[src/rtl/ram_arbiter.sv]
// ram_arbiter: two requesters share one single-port RAM with registered read.
// A winner is chosen from the sampled requests each cycle. The winner's access
// is driven onto the RAM port from registers in the following cycle, together
// with a one-cycle gnt pulse. A granted read returns rvalid one cycle after that.
// Optional build macro: RAM_ARB_FIXED_PRIO_EN. When it is defined, requester 0
// wins every tie. When it is not defined, ties are resolved by round-robin.
module ram_arbiter #(
  parameter int DATA_WIDTH = 16,
  parameter int ADDR_SPACE = 16
) (
  input  logic                  clock,
  input  logic                  reset_n,
  input  logic                  req0,
  input  logic                  req1,
  input  logic                  wr0,
  input  logic                  wr1,
  input  logic [ADDR_SPACE-1:0] addr0,
  input  logic [ADDR_SPACE-1:0] addr1,
  input  logic [DATA_WIDTH-1:0] wdata0,
  input  logic [DATA_WIDTH-1:0] wdata1,
  output logic                  gnt0,
  output logic                  gnt1,
  output logic                  rvalid0,
  output logic                  rvalid1,
  output logic [DATA_WIDTH-1:0] rdata0,
  output logic [DATA_WIDTH-1:0] rdata1,
  output logic [ADDR_SPACE-1:0] ram_address,
  output logic [DATA_WIDTH-1:0] ram_data,
  output logic                  ram_wren,
  input  logic [DATA_WIDTH-1:0] ram_q
);

  // A requester whose gnt is high this cycle is still holding req for the
  // access being granted now. It must not be counted as a fresh request.
  logic elig0;
  logic elig1;
  logic pick0;
  logic pick1;

  // One-stage read tracker: the access on the RAM port last cycle was a read.
  // Its data is on ram_q this cycle.
  logic rd_pend_valid;
  logic rd_pend_id;

`ifndef RAM_ARB_FIXED_PRIO_EN
  // Last winner. It resets to 1, so requester 0 takes the first tie.
  logic last_winner;
`endif

  // Eligibility and winner selection for the access issued next cycle.
  always_comb begin
    elig0 = req0 & ~gnt0;
    elig1 = req1 & ~gnt1;
    pick0 = 1'b0;
    pick1 = 1'b0;
    if (elig0 && elig1) begin
`ifdef RAM_ARB_FIXED_PRIO_EN
      pick0 = 1'b1;
`else
      if (last_winner) pick0 = 1'b1;
      else             pick1 = 1'b1;
`endif
    end else begin
      pick0 = elig0;
      pick1 = elig1;
    end
  end

  // RAM port, grant pulses and read tracking, all registered.
  always_ff @(posedge clock or negedge reset_n) begin
    if (!reset_n) begin
      gnt0          <= 1'b0;
      gnt1          <= 1'b0;
      ram_wren      <= 1'b0;
      ram_address   <= '0;
      ram_data      <= '0;
      rd_pend_valid <= 1'b0;
      rd_pend_id    <= 1'b0;
    end else begin
      gnt0     <= pick0;
      gnt1     <= pick1;
      ram_wren <= (pick0 & wr0) | (pick1 & wr1);
      // Address and data hold their last values when there is no grant.
      if (pick0) begin
        ram_address <= addr0;
        ram_data    <= wdata0;
      end else if (pick1) begin
        ram_address <= addr1;
        ram_data    <= wdata1;
      end
      rd_pend_valid <= (gnt0 | gnt1) & ~ram_wren;
      rd_pend_id    <= gnt1;
    end
  end

`ifndef RAM_ARB_FIXED_PRIO_EN
  // Track the most recent winner for round-robin tie-breaking.
  always_ff @(posedge clock or negedge reset_n) begin
    if (!reset_n) begin
      last_winner <= 1'b1;
    end else if (pick0 || pick1) begin
      last_winner <= pick1;
    end
  end
`endif

  // Read data passes straight through from the RAM. rvalid marks the cycle
  // in which that data belongs to a requester.
  assign rvalid0 = rd_pend_valid & ~rd_pend_id;
  assign rvalid1 = rd_pend_valid &  rd_pend_id;
  assign rdata0  = ram_q;
  assign rdata1  = ram_q;

endmodule

[config.mk]
export PLATFORM = sky130hd
export DESIGN_NAME = ram_arbiter
export DESIGN_NICKNAME = d
export VERILOG_FILES = /design/src/rtl/ram_arbiter.sv
export SDC_FILE = /design/constraint.sdc
export NUM_CORES = 1
export LEC_CHECK = 0
export BUFFER_PORTS_ARGS = -buffer_cell sky130_fd_sc_hd__buf_2
export CORE_UTILIZATION = 30
export CTS_CLUSTER_DIAMETER = 80
export CTS_CLUSTER_SIZE = 25
export DETAILED_ROUTE_END_ITERATION = 7
export PLACE_DENSITY_LB_ADDON = 0.2
export SYNTH_ARGS = -nofsm -noshare
export SYNTH_HDL_FRONTEND = slang
export SYNTH_SLANG_ARGS = --single-unit
[constraint.sdc]
create_clock -name clock -period 2.17 [get_ports clock]
set_clock_uncertainty 0.15 [all_clocks]
set_input_delay 0.1085 -clock clock [delete_from_list [all_inputs] [get_ports clock]]
set_output_delay 0.1085 -clock clock [all_outputs]
set_load 0.05 [all_outputs]
==> impl_metrics.tcl, run 1 <==
set metrics [dict create \
    status "finished clean" \
    synth_top_family_by_area "compound AO/OA/AOI/OAI gates" \
    slew_headroom_pct 67.00 \
    viasPerCell 4.826 \
    die_h_um 82.07 \
    finalHoldViolations 0 \
    start_kind "flop" \
    path_cells "nand2b_1, o21a_1, buf_4, a22o_1, dlygate4sd3_1" \
    seq_area_frac_synth_pct 49.51 \
    clock.fmax_ghz 0.4830 \
    wire_per_inst_um 15.23 \
    synth.distinct_cells 16 \
    hold_end "rdata1[8]" \
    placementRows 28 \
    grt.total_usage_pct 17.61 \
    synth_top_area_cell "dfrtp_1" \
    placed_cell_area_sq_um 2290 \
    worstSetupStartpoint "gnt1$_DFF_PN0_" \
    p_sw_mw 1.231 \
    synth_cells 161 \
    critPathKind "flop to flop" \
    netlist_area_sq_um 1923 \
    routed_wl_um 5773 \
    hp-class "input pin to output pin" \
    synth_fa_ha_area_share_pct 0 \
    cts-buffers-inserted 5 \
    crit_family "buffers and inverters" \
    grt_overflow 0 \
    finalNetCount 389 \
    max_stage_delay_ps 540 \
    ys_seq_elements 38 \
    clockRootBuffer "clkbuf_8" \
    fin_setup_tns_ps 0 \
    combPwrFrac_pct 47.9 \
    cp.arrival_ps 2090 \
    p_leak_nw 1.454 \
    yosysWarnings 0 \
    dr_wl_met3_um 283 \
    postRouteAntennaNets 0 \
    power_frac_seq_pct 34.4 \
    dieArea_sq_um 6735 \
    setup_viol 0 \
    drv_slew 0 \
    required_ps 2190 \
    die_x_um 82.07 \
    clockBufferDepth 2 \
    finalCritPeriodShare_pct 95.42 \
    start_util_pct 31.73 \
    seq_area_sq_um 952.2 \
    wl_met1_um 2399 \
    synth.avg_cell_area_sq_um 11.94 \
    path_clk_slew_ps 80 \
    synth.area.mux_share_pct 0 \
    synth_top_area_share_pct 48.15 \
    synth-simple-area-share_pct 14.70 \
    core_area_sq_um 6061 \
    cts_tree "built" \
    fin_crit_ps 2071 \
    cts_sinks 38 \
    fillCellCount 531 \
    drt-initial-drc-count 58 \
    timing.rr.start "gnt1$_DFF_PN0_" \
    power_mw 2.824 \
    htreeDepth 2 \
    route.met2.wl_um 2942 \
    power.clock.fraction_pct 17.7 \
    grt_max_degree 39 \
    synth_xor_area_share_pct 0 \
    power_density_nw_per_um2 924.3 \
    fin_area_sq_um 3055 \
    clock_latency_ps 280 \
    r2r_slack_ps 100 \
    grt_pass1_vias 1923 \
    multi_input_area_sq_um 645.6 \
    ff2ff_path_depth 5 \
    cts_resized 0 \
    gp_congestion 0.7514 \
    drv_cap 0 \
    n_antenna_cell 0 \
    synthTopCellsByArea "dfrtp_1 48%, a221o_1 17%, buf_4 13%" \
    hold_path_depth 0 \
    drive_gt1_share_pct 41.78 \
    num_vias 1829 \
    synth-compound-area-share_pct 18.22 \
    slowest_stage "dlygate4sd3_1" \
    syn_nets 247 \
    tightest_slew_ps 494.9 \
    grt_pass1_wl_um 8887 \
    path_buf_inv 2 \
    hold-worst-slack_ps 67.03 \
    regToRegEndpoint "ram_wren$_DFF_PN0_" \
    drc 0 \
    areaGrowthSynthToFinish_pct 58.88 \
    path_max_fanout 19 \
    switching_share_pct 43.57 \
    first_pass_iters 4 \
    end_kind "flop" \
    hp-start "ram_q[8]" \
    internal-power_mw 1.594 \
    dp_hpwl_um 3492 \
    io-pin-count 155 \
    rsz0062_at_grt "no" \
    worst_ir_drop_vdd_mv 0.4504 \
    port-buffer-count 106 \
    dr.max_layer_used "met4" \
    grt_antenna_before_repair 0 \
]
sequential cells by signal (all words and copies together), names as in the netlist:
| signal | cells |
|---|---|
| last_winner | 1 |
| gnt1 | 1 |
| rd_pend_id | 1 |
| ram_address | 16 |
| rd_pend_valid | 1 |
| ram_wren | 1 |
| gnt0 | 1 |
| ram_data | 16 |
per-layer routing:
layer,track usage (%),up-vias
met4,8.772,0
li1,-,856
met3,3.667,24
met2,32.81,78
met1,18.51,871
met5,0,-
Yosys cell counts:
cell type  instances
dfrtp_1           37
buf_4             33
a221o_1           32
nor3b_1           32
buf_2              6
buf_6              4
clkbuf_1           4
nor2_1             3
nor2b_1            3
a21oi_1            1
a21oi_2            1
a22o_1             1
and2_1             1
dfstp_2            1
nand2b_1           1
o21a_1             1
cell type report:
cell class                      instances  area share, %
Clock buffer                            6          2.703
Tap cell                               75          3.071
Multi-Input combinational cell         76          21.13
Clock inverter                          2         0.4095
Sequential cell                        38          31.16
Timing Repair Buffer                  182          41.52
power groups by stage:
stage          Clock (mW)  Sequential (mW)  Combinational [mW]
2_1_floorplan           0             1.53               0.534
3_3_place_gp            0            0.982                1.26
3_5_place_dp            0            0.982                1.26
4_1_cts             0.522            0.970                1.36
5_1_grt             0.562            0.992                1.43
6_report            0.501            0.971                1.35
worst max path at each step:
stage / cells past startpoint / slack (ps) / end
floorplan: 5 / 330 / ram_address[10]$_DFFE_PN0P_
global placement: 4 / 530 / ram_address[4]$_DFFE_PN0P_
detailed placement: 4 / 520 / ram_data[5]$_DFFE_PN0P_
CTS: 5 / 90 / ram_wren$_DFF_PN0_
global route: 5 / 10 / ram_wren$_DFF_PN0_
finish: 5 / 100 / ram_wren$_DFF_PN0_
cell families (layout without fill, tap and decap cells):
logic type / Yosys count / after routing
AO/OA/AOI/OAI: 36 / 36
buffers and inverters: 47 / 190
flip-flops: 38 / 38
AND/OR/NAND/NOR: 40 / 40
cells in the final DEF, fill, tap and decap left out, drive strengths merged:
cell,instances
and2,1
nor3b,32
clkinv,1
clkinvlp,1
a221o,32
a21oi,2
nand2b,1
clkbuf,6
nor2,3
dlygate4sd3,67
a22o,1
buf,115
o21a,1
nor2b,3
dfstp,1
dfrtp,37
per-stage QoR:
step	setup slack, ps	std cells	util [%]
finish	99.47	379	50.41
global route	13.60	379	50.41
detailed placement	517.0	304	37.78
floorplan	325.2	161	-
global placement	532.8	304	37.78
CTS	93.32	379	50.41
repair_timing:
action                     CTS  global route
setup endpoints to repair    0             0
setup buffers                0             0
hold buffers                67             0
hold endpoints to repair    70             0
Note: power is estimated with default switching activity, not from simulation.
==> inputs of run 2 (changes only) <==
--- a/config.mk
+++ b/config.mk
@@ -11,6 +11,7 @@
 export CTS_CLUSTER_SIZE = 25
 export DETAILED_ROUTE_END_ITERATION = 7
 export PLACE_DENSITY_LB_ADDON = 0.2
+export RECOVER_POWER = 100
 export SYNTH_ARGS = -nofsm -noshare
 export SYNTH_HDL_FRONTEND = slang
 export SYNTH_SLANG_ARGS = --single-unit
==> constraint.sdc (replaced) <==
create_clock -name clock -period 2.61 [get_ports clock]
set_clock_uncertainty 0.15 [all_clocks]
set_input_delay 0.1305 -clock clock [delete_from_list [all_inputs] [get_ports clock]]
set_output_delay 0.1305 -clock clock [all_outputs]
set_load 0.05 [all_outputs]
==> run 2 against run 1 <==
Compared with the run above:
- global-route usage is 0.070 points higher
- via count is 0.11% higher
- routed wire length is 0.85% higher
- largest power group unchanged
- combinational power is 9% lower
- hold slack better by 24 ps
- die area stayed put
- clock power hardly changed
- worst setup slack better by 160 ps
- fmax is 12% lower
==> impl_metrics.tcl, run 2 (synthesis results as in run 1) <==
set metrics [dict create \
    status "finished clean" \
    slowest_stage "dlygate4sd3_1" \
    path_clk_slew_ps 90 \
    setup_viol 0 \
    grt_pass1_vias 1881 \
    multi_input_area_sq_um 645.6 \
    fillCellCount 572 \
    fin_setup_tns_ps 0 \
    drc 0 \
    grt_pass1_wl_um 8776 \
    die_x_um 82.07 \
    path_cells "nand2b_1, o21a_1, clkbuf_2, a221o_1, dlygate4sd3_1" \
    power_mw 2.539 \
    areaGrowthSynthToFinish_pct 57.19 \
    grt_max_degree 39 \
    cp.arrival_ps 2380 \
    routed_wl_um 5822 \
    drv_slew 0 \
    clockRootBuffer "clkbuf_8" \
    met2_usage_pct 35.45 \
    clockBufferDepth 2 \
    clock.fmax_ghz 0.4252 \
    cts_resized 0 \
    n_antenna_cell 0 \
    hp-class "input pin to flop" \
    grt.total_usage_pct 17.68 \
    busiest_layer "met2" \
    rsz0062_at_grt "no" \
    cts_sinks 38 \
    postRouteAntennaNets 0 \
    dieArea_sq_um 6735 \
    die_h_um 82.07 \
    slew_headroom_pct 35.74 \
    postCtsSetupRepairBufs 0 \
    drv_cap 0 \
    tightest_slew_ps 963.9 \
    power_density_nw_per_um2 840.0 \
    drt-initial-drc-count 35 \
    crit_family "buffers and inverters" \
    grt_overflow 0 \
    path_buf_inv 2 \
    start_util_pct 31.73 \
    path_max_fanout 17 \
    first_pass_iters 4 \
    use_met3_pct 3.222 \
    cts-buffers-inserted 5 \
    io-pin-count 155 \
    dp_hpwl_um 3505 \
    core_area_sq_um 6061 \
    worst_ir_drop_vdd_mv 0.5004 \
    num_vias 1831 \
    top_regs "ram_address x16, ram_data x16" \
    final_cell_mix "68 x buf_2, 67 x dlygate4sd3_1, 37 x dfrtp_1, 37 x clkbuf_1" \
    clock_latency_ps 290 \
    seq_area_sq_um 952.2 \
    gp_congestion 0.7220 \
    finalHoldViolations 0 \
    grt_antenna_before_repair 0 \
    max_stage_delay_ps 570 \
    htreeDepth 2 \
    wire_per_inst_um 15.44 \
    final_common_cell "buf_2" \
    drive_gt1_share_pct 29.14 \
    cts_tree "built" \
    start_kind "flop" \
    p_leak_nw 1.353 \
    finalCritPeriodShare_pct 90.11 \
    critPathKind "flop to flop" \
    cts_hold_buffers 67 \
    grt_use_met1_pct 17.55 \
    required_ps 2630 \
    port-buffer-count 106 \
    placementRows 28 \
    viasPerCell 4.857 \
    finalNetCount 387 \
    end_kind "flop" \
    fin_crit_ps 2352 \
]
[run 2: final cells by class]
class,count,area share [%]
Clock buffer,5,2.276
Sequential cell,38,31.50
Timing Repair Buffer,180,40.27
Multi-Input combinational cell,76,21.36
Tap cell,75,3.104
Clock inverter,3,1.490
[run 2: path summary, 6_finish.rpt]
kind,start,endpoint,slack [ps],cells after the start
setup / recovery,gnt1$_DFF_PN0_,ram_data[3]$_DFFE_PN0P_,260,5
setup reg to reg,gnt1$_DFF_PN0_,ram_data[3]$_DFFE_PN0P_,260,5
max in group asynchronous,reset_n,ram_address[8]$_DFFE_PN0P_,1340,2
min in group asynchronous,reset_n,ram_data[4]$_DFFE_PN0P_,370,2
hold reg to reg,ram_wren$_DFF_PN0_,rd_pend_valid$_DFF_PN0_,280,1
hold / removal,req1,gnt1$_DFF_PN0_,90,3
[run 2: routing by layer]
layer,share of wire [%],vias up
met4,1.8,0
met5,0,-
met1,40,883
met2,52,72
li1,-,856
met3,5.9,20
[run 2: worst min-delay path, stage by stage]
cell and delay [ps]:
buf_2 100, nand2b_1 130, a21oi_4 100
[run 2: where the power goes]
group / internal [mW] / total (mW) / switching [mW]
Sequential: 0.734 / 0.810 / 0.0769
Clock: 0.284 / 0.499 / 0.215
Combinational: 0.459 / 1.23 / 0.771
[run 2: stage by stage]
stage	hold slack, ps	utilization (%)	setup slack (ps)	instance area, sq um	cells
finish	90.63	49.88	258.2	3023	377
global route	106.8	49.88	162.3	3023	377
CTS	85.13	50.68	375.7	3072	377
detailed placement	111.5	37.74	943.4	2287	302
global placement	111.5	37.74	961.7	2287	302
floorplan	-315.1	-	765.2	1923	161
==> inputs of run 3 (changes only) <==
--- a/config.mk
+++ b/config.mk
@@ -10,6 +10,7 @@
 export CTS_CLUSTER_DIAMETER = 80
 export CTS_CLUSTER_SIZE = 25
 export DETAILED_ROUTE_END_ITERATION = 7
+export GPL_TIMING_DRIVEN = 0
 export PLACE_DENSITY_LB_ADDON = 0.2
 export RECOVER_POWER = 100
 export SYNTH_ARGS = -nofsm -noshare
==> run 3 against run 2 <==
Compared with the run above:
- register-to-register slack lost 70 ps
- worst setup slack got worse by 71 ps
- via count up 15%
- routed wire length grew 9.1%
- clock power up 21%
- global-route usage grew 1.2 points
- largest power group unchanged
==> impl_metrics.tcl, run 3 (synthesis results as in run 1) <==
set metrics [dict create \
    status "finished clean" \
    critPathKind "flop to flop" \
    drive_gt1_share_pct 31.82 \
    finalCritPeriodShare_pct 92.83 \
    cp.arrival_ps 2440 \
    n_antenna_cell 0 \
    required_ps 2630 \
    finalHoldViolations 0 \
    hold-worst-slack_ps 274.1 \
    power_density_nw_per_um2 817.8 \
    fin_crit_ps 2423 \
    num_vias 2114 \
    hp-class "flop to flop" \
    path_clk_slew_ps 90 \
    placementRows 28 \
    max_stage_delay_ps 580 \
    slowest_stage "dlygate4sd3_1" \
    grt_antenna_before_repair 0 \
    multi_input_area_sq_um 629.4 \
    clock.fmax_ghz 0.4127 \
    areaGrowthSynthToFinish_pct 77.55 \
    final_common_cell "clkbuf_1" \
    placed_cell_area_sq_um 2708 \
    final_cell_mix "75 x clkbuf_1, 71 x buf_2, 67 x dlygate4sd3_1, 37 x dfrtp_1" \
    port-buffer-count 138 \
    cts-buffers-inserted 5 \
    clockBufferDepth 2 \
    drv_cap 0 \
    start_kind "flop" \
    slew_headroom_pct 34.69 \
    path_max_fanout 10 \
    tightest_slew_ps 979.6 \
    seq_area_sq_um 952.2 \
    grt.total_usage_pct 18.92 \
    drv_slew 0 \
    end_kind "flop" \
    p_leak_nw 1.573 \
    grt_pass1_vias 2144 \
    gp_congestion 0.7537 \
    drc 0 \
    postCtsSetupRepairBufs 0 \
    dieArea_sq_um 6735 \
    drt-initial-drc-count 65 \
    finalNetCount 459 \
    dp_hpwl_um 4091 \
    start_util_pct 31.73 \
    top_regs "ram_address x16, ram_data x16" \
    setup_viol 0 \
    wire_per_inst_um 14.14 \
    cts_sinks 38 \
    grt_pass1_wl_um 9473 \
    core_area_sq_um 6061 \
    fin_area_sq_um 3415 \
    viasPerCell 4.708 \
    clockRootBuffer "clkbuf_8" \
    r2r_slack_ps 190 \
    cts_hold_buffers 67 \
    rsz0062_at_grt "no" \
    io-pin-count 155 \
    fin_util_pct 56.34 \
    die_h_um 82.07 \
    die_x_um 82.07 \
    postRouteAntennaNets 0 \
    clock_latency_ps 290 \
    cts_tree "built" \
    fin_setup_tns_ps 0 \
    path_cells "nand2b_1, o21a_1, buf_6, clkbuf_1, a221o_1, dlygate4sd3_1" \
    routed_wl_um 6351 \
    fillCellCount 574 \
    grt_overflow 0 \
    htreeDepth 2 \
    grt_max_degree 39 \
    cts_resized 0 \
    first_pass_iters 4 \
    worst_ir_drop_vdd_mv 0.3675 \
]
==> run 3: changes by cell type in the layout (fill, tap and decap cells not counted), moves of 2 or more <==
| cell | delta |
|---|---|
| nor2b_2 | -2 |
| nor2b_1 | +2 |
| clkbuf_1 | +38 |
| clkinvlp_4 | -2 |
| buf_2 | +3 |
| buf_6 | +3 |
| buf_4 | +27 |
| clkbuf_2 | +2 |
==> run 3: worst max-delay path: cells and delay by family (launching register included) <==
kind	cells	cell delay (ps)
and+or+nand+nor	1	190
buffers and inverters	3	940
DFF	1	430
AOI/OAI and AO/OA	2	590
==> run 3: area by class of cell <==
class | instances | area share [%]
tap | 75 | 2.748
clock inverter | 3 | 2.015
sequential | 38 | 27.89
clock buffer | 5 | 2.015
timing repair buffer | 205 | 37.34
buffer | 47 | 9.564
multi-input combinational | 76 | 18.43
==> run 3: metrics by stage <==
step,setup slack [ps],std cells,power [mW]
detailed placement,803.8,374,2.027
global route,22.96,449,2.939
global placement,827.6,374,2.020
CTS,237.9,449,2.857
floorplan,765.2,161,1.719
finish,187.2,449,2.793
==> run 3: per-layer routing <==
metal  wire (um)  up-vias  global-route usage (%)
met5           0        -                       0
met4          99        0                   7.368
met3         386       10                   3.667
met2        3270      100                   36.28
met1        2594     1004                   20.01
li1            -     1000                       -
==> run 3: power breakdown <==
part	internal, mW	total [mW]	switching, mW	leakage (nW)
Clock	0.383	0.604	0.220	0.0683
Sequential	0.733	0.808	0.0742	0.465
Combinational	0.499	1.38	0.883	1.04
==> run 3: final timing paths <==
path	endpoint	start	cells after the start
worst min-delay path	rd_pend_valid$_DFF_PN0_	ram_wren$_DFF_PN0_	1
min in group asynchronous	rd_pend_id$_DFF_PN0_	reset_n	2
max in group asynchronous	ram_address[11]$_DFFE_PN0P_	reset_n	2
worst min register to register	rd_pend_valid$_DFF_PN0_	ram_wren$_DFF_PN0_	1
worst max-delay path	ram_data[3]$_DFFE_PN0P_	gnt1$_DFF_PN0_	6
worst max register to register	ram_data[3]$_DFFE_PN0P_	gnt1$_DFF_PN0_	6
